## src/rtl/bfloat16_act_lut.sv

```systemverilog
// Pipelined bfloat16 odd-symmetric activation lookup with loadable per-function banks.
// Two-stage valid/ready stream: classify and index, then table read and sign restore.
module bfloat16_act_lut #(
    parameter int ADDR_W     = 5,
    parameter int FUNC_W     = 1,
    parameter int MANT_IDX_W = 2,
    parameter int EXP_MIN    = 121
) (
    input  logic              clk,
    input  logic              rst_x,
    input  logic              in_load_enable,
    input  logic [FUNC_W-1:0] in_load_func,
    input  logic [ADDR_W-1:0] in_load_addr,
    input  logic [15:0]       in_load_data,
    input  logic              in_valid,
    output logic              in_ready,
    input  logic [FUNC_W-1:0] in_func,
    input  logic [15:0]       input_x,
    output logic              out_valid,
    input  logic              out_ready,
    output logic [15:0]       output_y
);

    localparam int         NUM_BANKS   = 2 ** FUNC_W;
    localparam int         NUM_ENTRIES = 2 ** ADDR_W;
    localparam int         SPAN_W      = ADDR_W - MANT_IDX_W;
    localparam logic [8:0] EXP_LO      = 9'(EXP_MIN);
    localparam logic [8:0] EXP_SAT     = 9'(EXP_MIN + 2 ** SPAN_W);

    typedef enum logic [2:0] {
        CLS_TABLE,
        CLS_SAT,
        CLS_NAN,
        CLS_ZERO,
        CLS_SMALL
    } cls_e;

    logic [15:0]       lut_q [NUM_BANKS][NUM_ENTRIES];
    logic [15:0]       lut_d [NUM_BANKS][NUM_ENTRIES];

    logic              s1_valid_q, s1_valid_d;
    logic [15:0]       s1_x_q,     s1_x_d;
    cls_e              s1_cls_q,   s1_cls_d;
    logic [ADDR_W-1:0] s1_idx_q,   s1_idx_d;
    logic [FUNC_W-1:0] s1_func_q,  s1_func_d;

    logic              out_valid_q, out_valid_d;
    logic [15:0]       output_y_q,  output_y_d;

    logic              en;
    logic [7:0]        in_exp;
    logic [6:0]        in_mant;
    logic [7:0]        exp_off;
    cls_e              in_cls;
    logic [ADDR_W-1:0] in_idx;
    logic [15:0]       entry;
    logic [15:0]       result;

    // Whole pipeline freezes only when a held result is not being taken.
    assign en        = !(out_valid_q && !out_ready);
    assign in_ready  = en;
    assign out_valid = out_valid_q;
    assign output_y  = output_y_q;

    always_comb begin
        in_exp  = input_x[14:7];
        in_mant = input_x[6:0];
        exp_off = in_exp - EXP_LO[7:0];
        if (in_exp == 8'hFF && in_mant != 7'd0) begin
            in_cls = CLS_NAN;
        end else if (in_exp == 8'd0) begin
            in_cls = CLS_ZERO;
        end else if ({1'b0, in_exp} < EXP_LO) begin
            in_cls = CLS_SMALL;
        end else if ({1'b0, in_exp} >= EXP_SAT || in_exp == 8'hFF) begin
            in_cls = CLS_SAT;
        end else begin
            in_cls = CLS_TABLE;
        end
        in_idx = (in_cls == CLS_SAT) ? '1
                                     : {exp_off[SPAN_W-1:0], in_mant[6 -: MANT_IDX_W]};
    end

    always_comb begin
        // NOTE: every always_comb output gets a default first so no path can infer a latch.
        s1_valid_d = s1_valid_q;
        s1_x_d     = s1_x_q;
        s1_cls_d   = s1_cls_q;
        s1_idx_d   = s1_idx_q;
        s1_func_d  = s1_func_q;
        if (en) begin
            s1_valid_d = in_valid;
            if (in_valid) begin
                s1_x_d    = input_x;
                s1_cls_d  = in_cls;
                s1_idx_d  = in_idx;
                s1_func_d = in_func;
            end
        end
    end

    // Reads the registered table, so a same-cycle write is seen by the next sample only.
    always_comb begin
        entry = lut_q[s1_func_q][s1_idx_q];
        unique case (s1_cls_q)
            CLS_NAN:   result = 16'h7FC0;
            CLS_ZERO:  result = {s1_x_q[15], 15'h0000};
            CLS_SMALL: result = s1_x_q;
            default:   result = {s1_x_q[15] ^ entry[15], entry[14:0]};
        endcase
        out_valid_d = out_valid_q;
        output_y_d  = output_y_q;
        if (en) begin
            out_valid_d = s1_valid_q;
            if (s1_valid_q) begin
                output_y_d = result;
            end
        end
    end

    always_comb begin
        lut_d = lut_q;
        if (in_load_enable) begin
            lut_d[in_load_func][in_load_addr] = in_load_data;
        end
    end

    // NOTE: sequential state uses non-blocking assignments so every flop samples pre-edge values.
    always_ff @(posedge clk or negedge rst_x) begin
        if (!rst_x) begin
            s1_valid_q  <= 1'b0;
            s1_x_q      <= 16'h0000;
            s1_cls_q    <= CLS_ZERO;
            s1_idx_q    <= '0;
            s1_func_q   <= '0;
            out_valid_q <= 1'b0;
            output_y_q  <= 16'h0000;
        end else begin
            s1_valid_q  <= s1_valid_d;
            s1_x_q      <= s1_x_d;
            s1_cls_q    <= s1_cls_d;
            s1_idx_q    <= s1_idx_d;
            s1_func_q   <= s1_func_d;
            out_valid_q <= out_valid_d;
            output_y_q  <= output_y_d;
        end
    end

    // NOTE: the table is deliberately reset; contents must read as zero after any reset.
    always_ff @(posedge clk or negedge rst_x) begin
        if (!rst_x) begin
            for (int b = 0; b < NUM_BANKS; b++) begin
                for (int a = 0; a < NUM_ENTRIES; a++) begin
                    lut_q[b][a] <= 16'h0000;
                end
            end
        end else begin
            lut_q <= lut_d;
        end
    end

endmodule

```

## config.mk

```make
export PLATFORM = sky130hd
export DESIGN_NAME = bfloat16_act_lut
export DESIGN_NICKNAME = d
export VERILOG_FILES = /design/src/rtl/bfloat16_act_lut.sv
export SDC_FILE = /design/constraint.sdc
export NUM_CORES = 2
export LEC_CHECK = 0
export ABC_AREA = 0
export BUFFER_PORTS_ARGS = -buffer_cell sky130_fd_sc_hd__buf_2
export CORE_UTILIZATION = 45
export CTS_BUF_LIST = sky130_fd_sc_hd__clkbuf_2 sky130_fd_sc_hd__clkbuf_4 sky130_fd_sc_hd__clkbuf_8
export CTS_CLUSTER_SIZE = 14
export DETAILED_ROUTE_END_ITERATION = 16
export GPL_TIMING_DRIVEN = 0
export PLACE_DENSITY_LB_ADDON = 0.05
export SLEW_MARGIN = 20
export SYNTH_ARGS = -nofsm -noshare
export SYNTH_HDL_FRONTEND = slang
export SYNTH_SLANG_ARGS = --single-unit
export TNS_END_PERCENT = 30
```

## constraint.sdc

```tcl
create_clock -name clk -period 2.8 [get_ports clk]
set_input_delay 0.28 -clock clk [delete_from_list [all_inputs] [get_ports clk]]
set_output_delay 0.28 -clock clk [all_outputs]
set_load 0.01 [all_outputs]
```

**After elaboration in Yosys (flattened, before gate mapping)**

Index checks and enable logic that the tools add are counted.

- Output and inout port bits: 18
- Logic and storage cells: 119
- Flip-flop bits (word level): 1067
- Input bits: 44

- Order comparisons: 8
- Reductions and logical operators: 11
- Multiplexer cells: 17
- Bitwise operators: 6
- $add $sub $neg: 1
- Equality and inequality tests: 5

Operator list:

| kind | number |
|---|---|
| two-way mux 512 bit | 4 |
| bitwise mux 1024 bit | 1 |
| demux 512 bit (select 1 bit) | 1 |
| binary-select mux 16 bit (select 5 bit) | 1 |
| demux 16 bit (select 5 bit) | 1 |
| two-way mux 16 bit | 3 |
| case mux 16 bit (3 select lines) | 1 |
| >= comparator 6 bit (second input constant) | 2 |
| NOT 5 -> 6 bit | 2 |
| two-way mux 3 bit | 3 |
| == test 8 bit (second input constant) | 1 |
| >= comparator 8 bit (second input constant) | 1 |
| zero test 8 bit | 1 |
| less-than comparator 8 x 7 -> 1 bit (second input constant) | 1 |
| nonzero test 7 bit | 1 |
| == test 3 x 2 -> 1 bit (second input constant) | 2 |
| less-than comparator 6 x 1 -> 1 bit (second input constant) | 1 |
| two-way mux 5 bit | 1 |
| >= comparator 2 bit (second input constant) | 2 |
| logical AND 1 bit | 4 |
| NOT 1 -> 2 bit | 2 |
| AND reduction 2 bit | 2 |
| == test 3 x 1 -> 1 bit (second input constant) | 1 |
| == test 3 bit (second input constant) | 1 |
| other kinds (7) | 8 |

**Depth between registers and ports, before layout**

- Word-level depth: 9
- Mapped depth: 10
- Depth with buffers taken out: 6

**Least setup slack after synthesis**

No wires, ideal clock.

- Kind: flip-flop to flip-flop
- From: register s1_idx_q[0]
- To: register output_y_q[0], in the netlist output_y[0]
- Setup time: 0.131 ns
- Clock period less this slack: 2.230 ns
- Arrival time: 2.099 ns
- Setup slack: 0.570 ns
- Stages on the path, launching flop included: 9
- Required time: 2.669 ns
- Path buffers: 3
- Cell sequence: dfrtp_1 -> buf_4 -> buf_4 -> clkbuf_1 -> mux4_2 -> mux4_2 -> mux2_2 -> nand2_1 -> nand3_1

- Longest elaborated chain between the ends: 5

RTL lines:

| what | line | text |
|---|---|---|
| start: declaration | 44 | `logic [ADDR_W-1:0] s1_idx_q, s1_idx_d;` |
| start signal: assignment | 142 | `s1_idx_q <= s1_idx_d;` |
| NOT 5 -> 6 bit (not written as such) | 104 | `entry = lut_q[s1_func_q][s1_idx_q];` |
| binary-select mux 16 bit (select 5 bit) | 104 |  |
| two-way mux 16 bit (not written as such) (2 in series) | 104 |  |
| case mux 16 bit (3 select lines) | 105 | `unique case (s1_cls_q)` |
| end signal: assignment | 145 | `output_y_q <= output_y_d;` |
| end: declaration | 48 | `logic [15:0] output_y_q, output_y_d;` |

No other way between the ends. The select of a mux whose other input is x is not followed.
A chain may end at the register's enable or synchronous reset.

**Final worst setup path**

- From: register s1_func_q
- To: register output_y_q[1], in the netlist output_y[1]

- Longest elaborated chain between the ends: 8

RTL lines:

| what | line | text |
|---|---|---|
| start: declaration | 45 | `logic [FUNC_W-1:0] s1_func_q, s1_func_d;` |
| start signal: assignment | 143 | `s1_func_q <= s1_func_d;` |
| NOT 1 -> 2 bit (not written as such) | 104 |  |
| two-way mux 512 bit (not written as such) (3 in series) | 104 |  |
| binary-select mux 16 bit (select 5 bit) | 104 |  |
| two-way mux 16 bit (not written as such) (2 in series) | 104 |  |
| case mux 16 bit (3 select lines) | 105 |  |

No other way between the ends. The select of a mux whose other input is x is not followed.

==> qor.csv <==
metric,value,unit
final_common_cell,dfrtp_1,
cts_root_buf,clkbuf_8,
setup_viol,4,
die_h,331,µm
critPathRequiredTime,3.55,ns
cts_tree,built,
final.setup.tns,-0.0922,ns
timing.final.ws_setup,-0.0298,ns
power.leakage,0.0257,µW
synth_edf_count,0,
first_pass_iters,7,
fin_cells,4920,
layout_common_cells,"dfrtp_1 (1,063), mux2_2 (1,038), mux4_2 (293)",
internal_power,30200,µW
yosysSeqAreaShare,0.549,
fmax,353,MHz
violations,"negative hold slack, negative setup slack",
placeableCoreArea,107000,µm²
power.switching,12200,µW
grt_pass1_wl,241000,µm
wl_per_cell,34.4,µm
vias,30400,
hold_violations,329,
postCtsHoldBufs,35,
syn_area,48700,µm²
grt_overflow,0,
slew_headroom,0.188,
layout_min_cycle_time,2.83,ns
worst_pin_slew,1.22,ns
cts_num_sinks,1067,
arrival,3.58,ns
clkTransAtPathRegs,0.06,ns
antenna_found_initial,10,
wl,169000,µm
cap_violations,0,
critPathKind,reg2reg,
period_share,1.01,
grt_pass1_vias,31600,
swShare,0.287,
yosys_warnings,0,
clockPowerShare,0.361,
die_area,109000,µm²
dp_hpwl,122000,µm
synthTopCellsByArea,"dfrtp_1 (55%), mux2_2 (24%), mux4_2 (14%), clkbuf_1 (1.2%), nand2_1 (0.76%)",
startpoint,s1_func_q,
area_growth,14.4,%
hold_path_class,in2async,
gp_congestion,0.926,
cp-end-kind,flip-flop,
fin_worst_skew,0.0370,ns
top_level_ports,62,
synthCells,3098,
drtIter0Drc,2789,
reg2reg_depth,7,
seqPwrFrac,0.443,
insertion_delay,0.90,ns
drv_slew,0,
start_util,0.454,
ys_seq_elements,1067,
ant_nets,0,
rsz0062_at_grt,true,
vias_per_cell,6.18,
yosysTopAreaCellShare,0.548,
post_cts_buffers,0,
r2r_end,output_y[1],
layout.nets,3421,
std_cell_rows,120,
synthFlopType,dfrtp_1,
grt_max_degree,147,
avgSynthCellArea,15.7,µm²
ys_types,53,
placedCellCount,4554,
drc_errors,0,
die_w,331,µm
p_per_area,760,nW/µm²
whs,-0.633,ns
r2r_slack,-0.03,ns
cts_max_path_buffers,3,
synth_nets,3146,
status,"finished, violations left",
crit_fanout,10,
grtUsageTotal,0.316,
async_reset_ff_frac,1.00,
timing.rr.start,s1_func_q,
crit_path_start_kind,flip-flop,
cts_max_level,4,
cts-buffers-inserted,185,
yosysTopAreaCell,dfrtp_1,
drive_above_1_share,0.525,
ir_drop,0.430,mV
port_buffers,43,
combPwrFrac,0.195,
## critical path, cell delays in order (launching register included)
cell and delay (ns):
dfrtp_2 0.44, buf_12 0.21, buf_12 0.21, buf_12 0.22, mux4_2 0.66, mux4_2 0.56
a22oi_1 0.21, nand3_1 0.11
## metrics by stage
step                      utilization  worst slack (ns)  total power, µW  cell area [µm²]
after global routing            0.519           -0.0645            43800            55600
final                           0.519           -0.0298            42300            55700
after global placement          0.472            -20.44            26500            50600
after CTS                       0.518          -0.00154            42300            55600
after detailed placement        0.475            -0.979            26900            50900
after floorplan                     -             0.570            23400            48700
## sequential cells by signal (all words and copies together), names as in the netlist
signal,cells
lut_q,1024
output_y,16
s1_x_q,16
s1_idx_q,5
s1_cls_q,3
out_valid,1
s1_func_q,1
s1_valid_q,1
## routing by layer
| metal | vias to the layer above | track usage | part of all wire |
|---|---|---|---|
| met3 | 268 | 0.0796 | 0.079 |
| met2 | 1264 | 0.464 | 0.44 |
| met1 | 16800 | 0.465 | 0.45 |
| met4 | 0 | 0.0872 | 0.025 |
| li1 | 12100 | - | - |
| met5 | - | 0 | 0 |
## cells in the mapped netlist, drive strengths merged, types with 5 or more instances
cell type and n:
dfrtp 1065, mux2 1039, mux4 293, clkbuf 152
buf 128, nand2 98, nor2 74, mux2i 36
o21ai 27, a21oi 26, a22oi 20, nand3 17
nor2b 16, and2 9, nor3 9, nor4 9
nand2b 7, inv 6, a211oi 5, o22ai 5
or3 5
## cell families (layout without fill, tap and decap cells)
kind of cell / Yosys count / count (layout) / synth area share
muxes: 1368 / 1368 / 0.383
DFF: 1067 / 1067 / 0.549
buffers and inverters: 287 / 702 / 0.0274
and+or+nand+nor: 264 / 264 / 0.0249
AOI/OAI and AO/OA: 107 / 107 / 0.0143
adders and majority gates: 4 / 4 / 0.00103
xor gates and xnor gates: 1 / 1 / 0.000180
other: 0 / 4 / 0
## worst max-delay path by stage
stage	end	slack, ns	depth (start not counted)
after detailed placement	output_y[9]	-0.98	8
after CTS	output_y[8]	-0.002	9
after global routing	output_y[1]	-0.06	7
final	output_y[1]	-0.03	7
after floorplan	output_y[0]	0.57	8
after global placement	lut_q[136]	-20.44	1
## layout make-up
cell class | instances | area [µm²]
repair buffers | 88 | 848
plain buffers | 280 | 1660
multi-input cells | 1744 | 20700
well taps | 1403 | 1760
flip-flops and latches | 1067 | 26700
clock buffers | 312 | 3830
clock inverters | 15 | 146
inverters | 7 | 28.8
fillers | 9007 | 51600
diodes | 4 | 10.0
## power by group through the flow
| stage | clock network (µW) | logic, µW | registers (µW) |
|---|---|---|---|
| floorplan | 0 | 4910 | 18500 |
| global placement | 0 | 7670 | 18800 |
| detailed placement | 0 | 7930 | 19000 |
| CTS | 15500 | 8150 | 18700 |
| global route | 16200 | 8640 | 19000 |
| finish | 15300 | 8270 | 18800 |
## repair_timing
item / CTS / global route
gates resized for setup: 98 / 24
endpoints found under the setup margin: 17 / 16
hold endpoints to repair: 395 / 113
(Power assumes the default switching activity.)
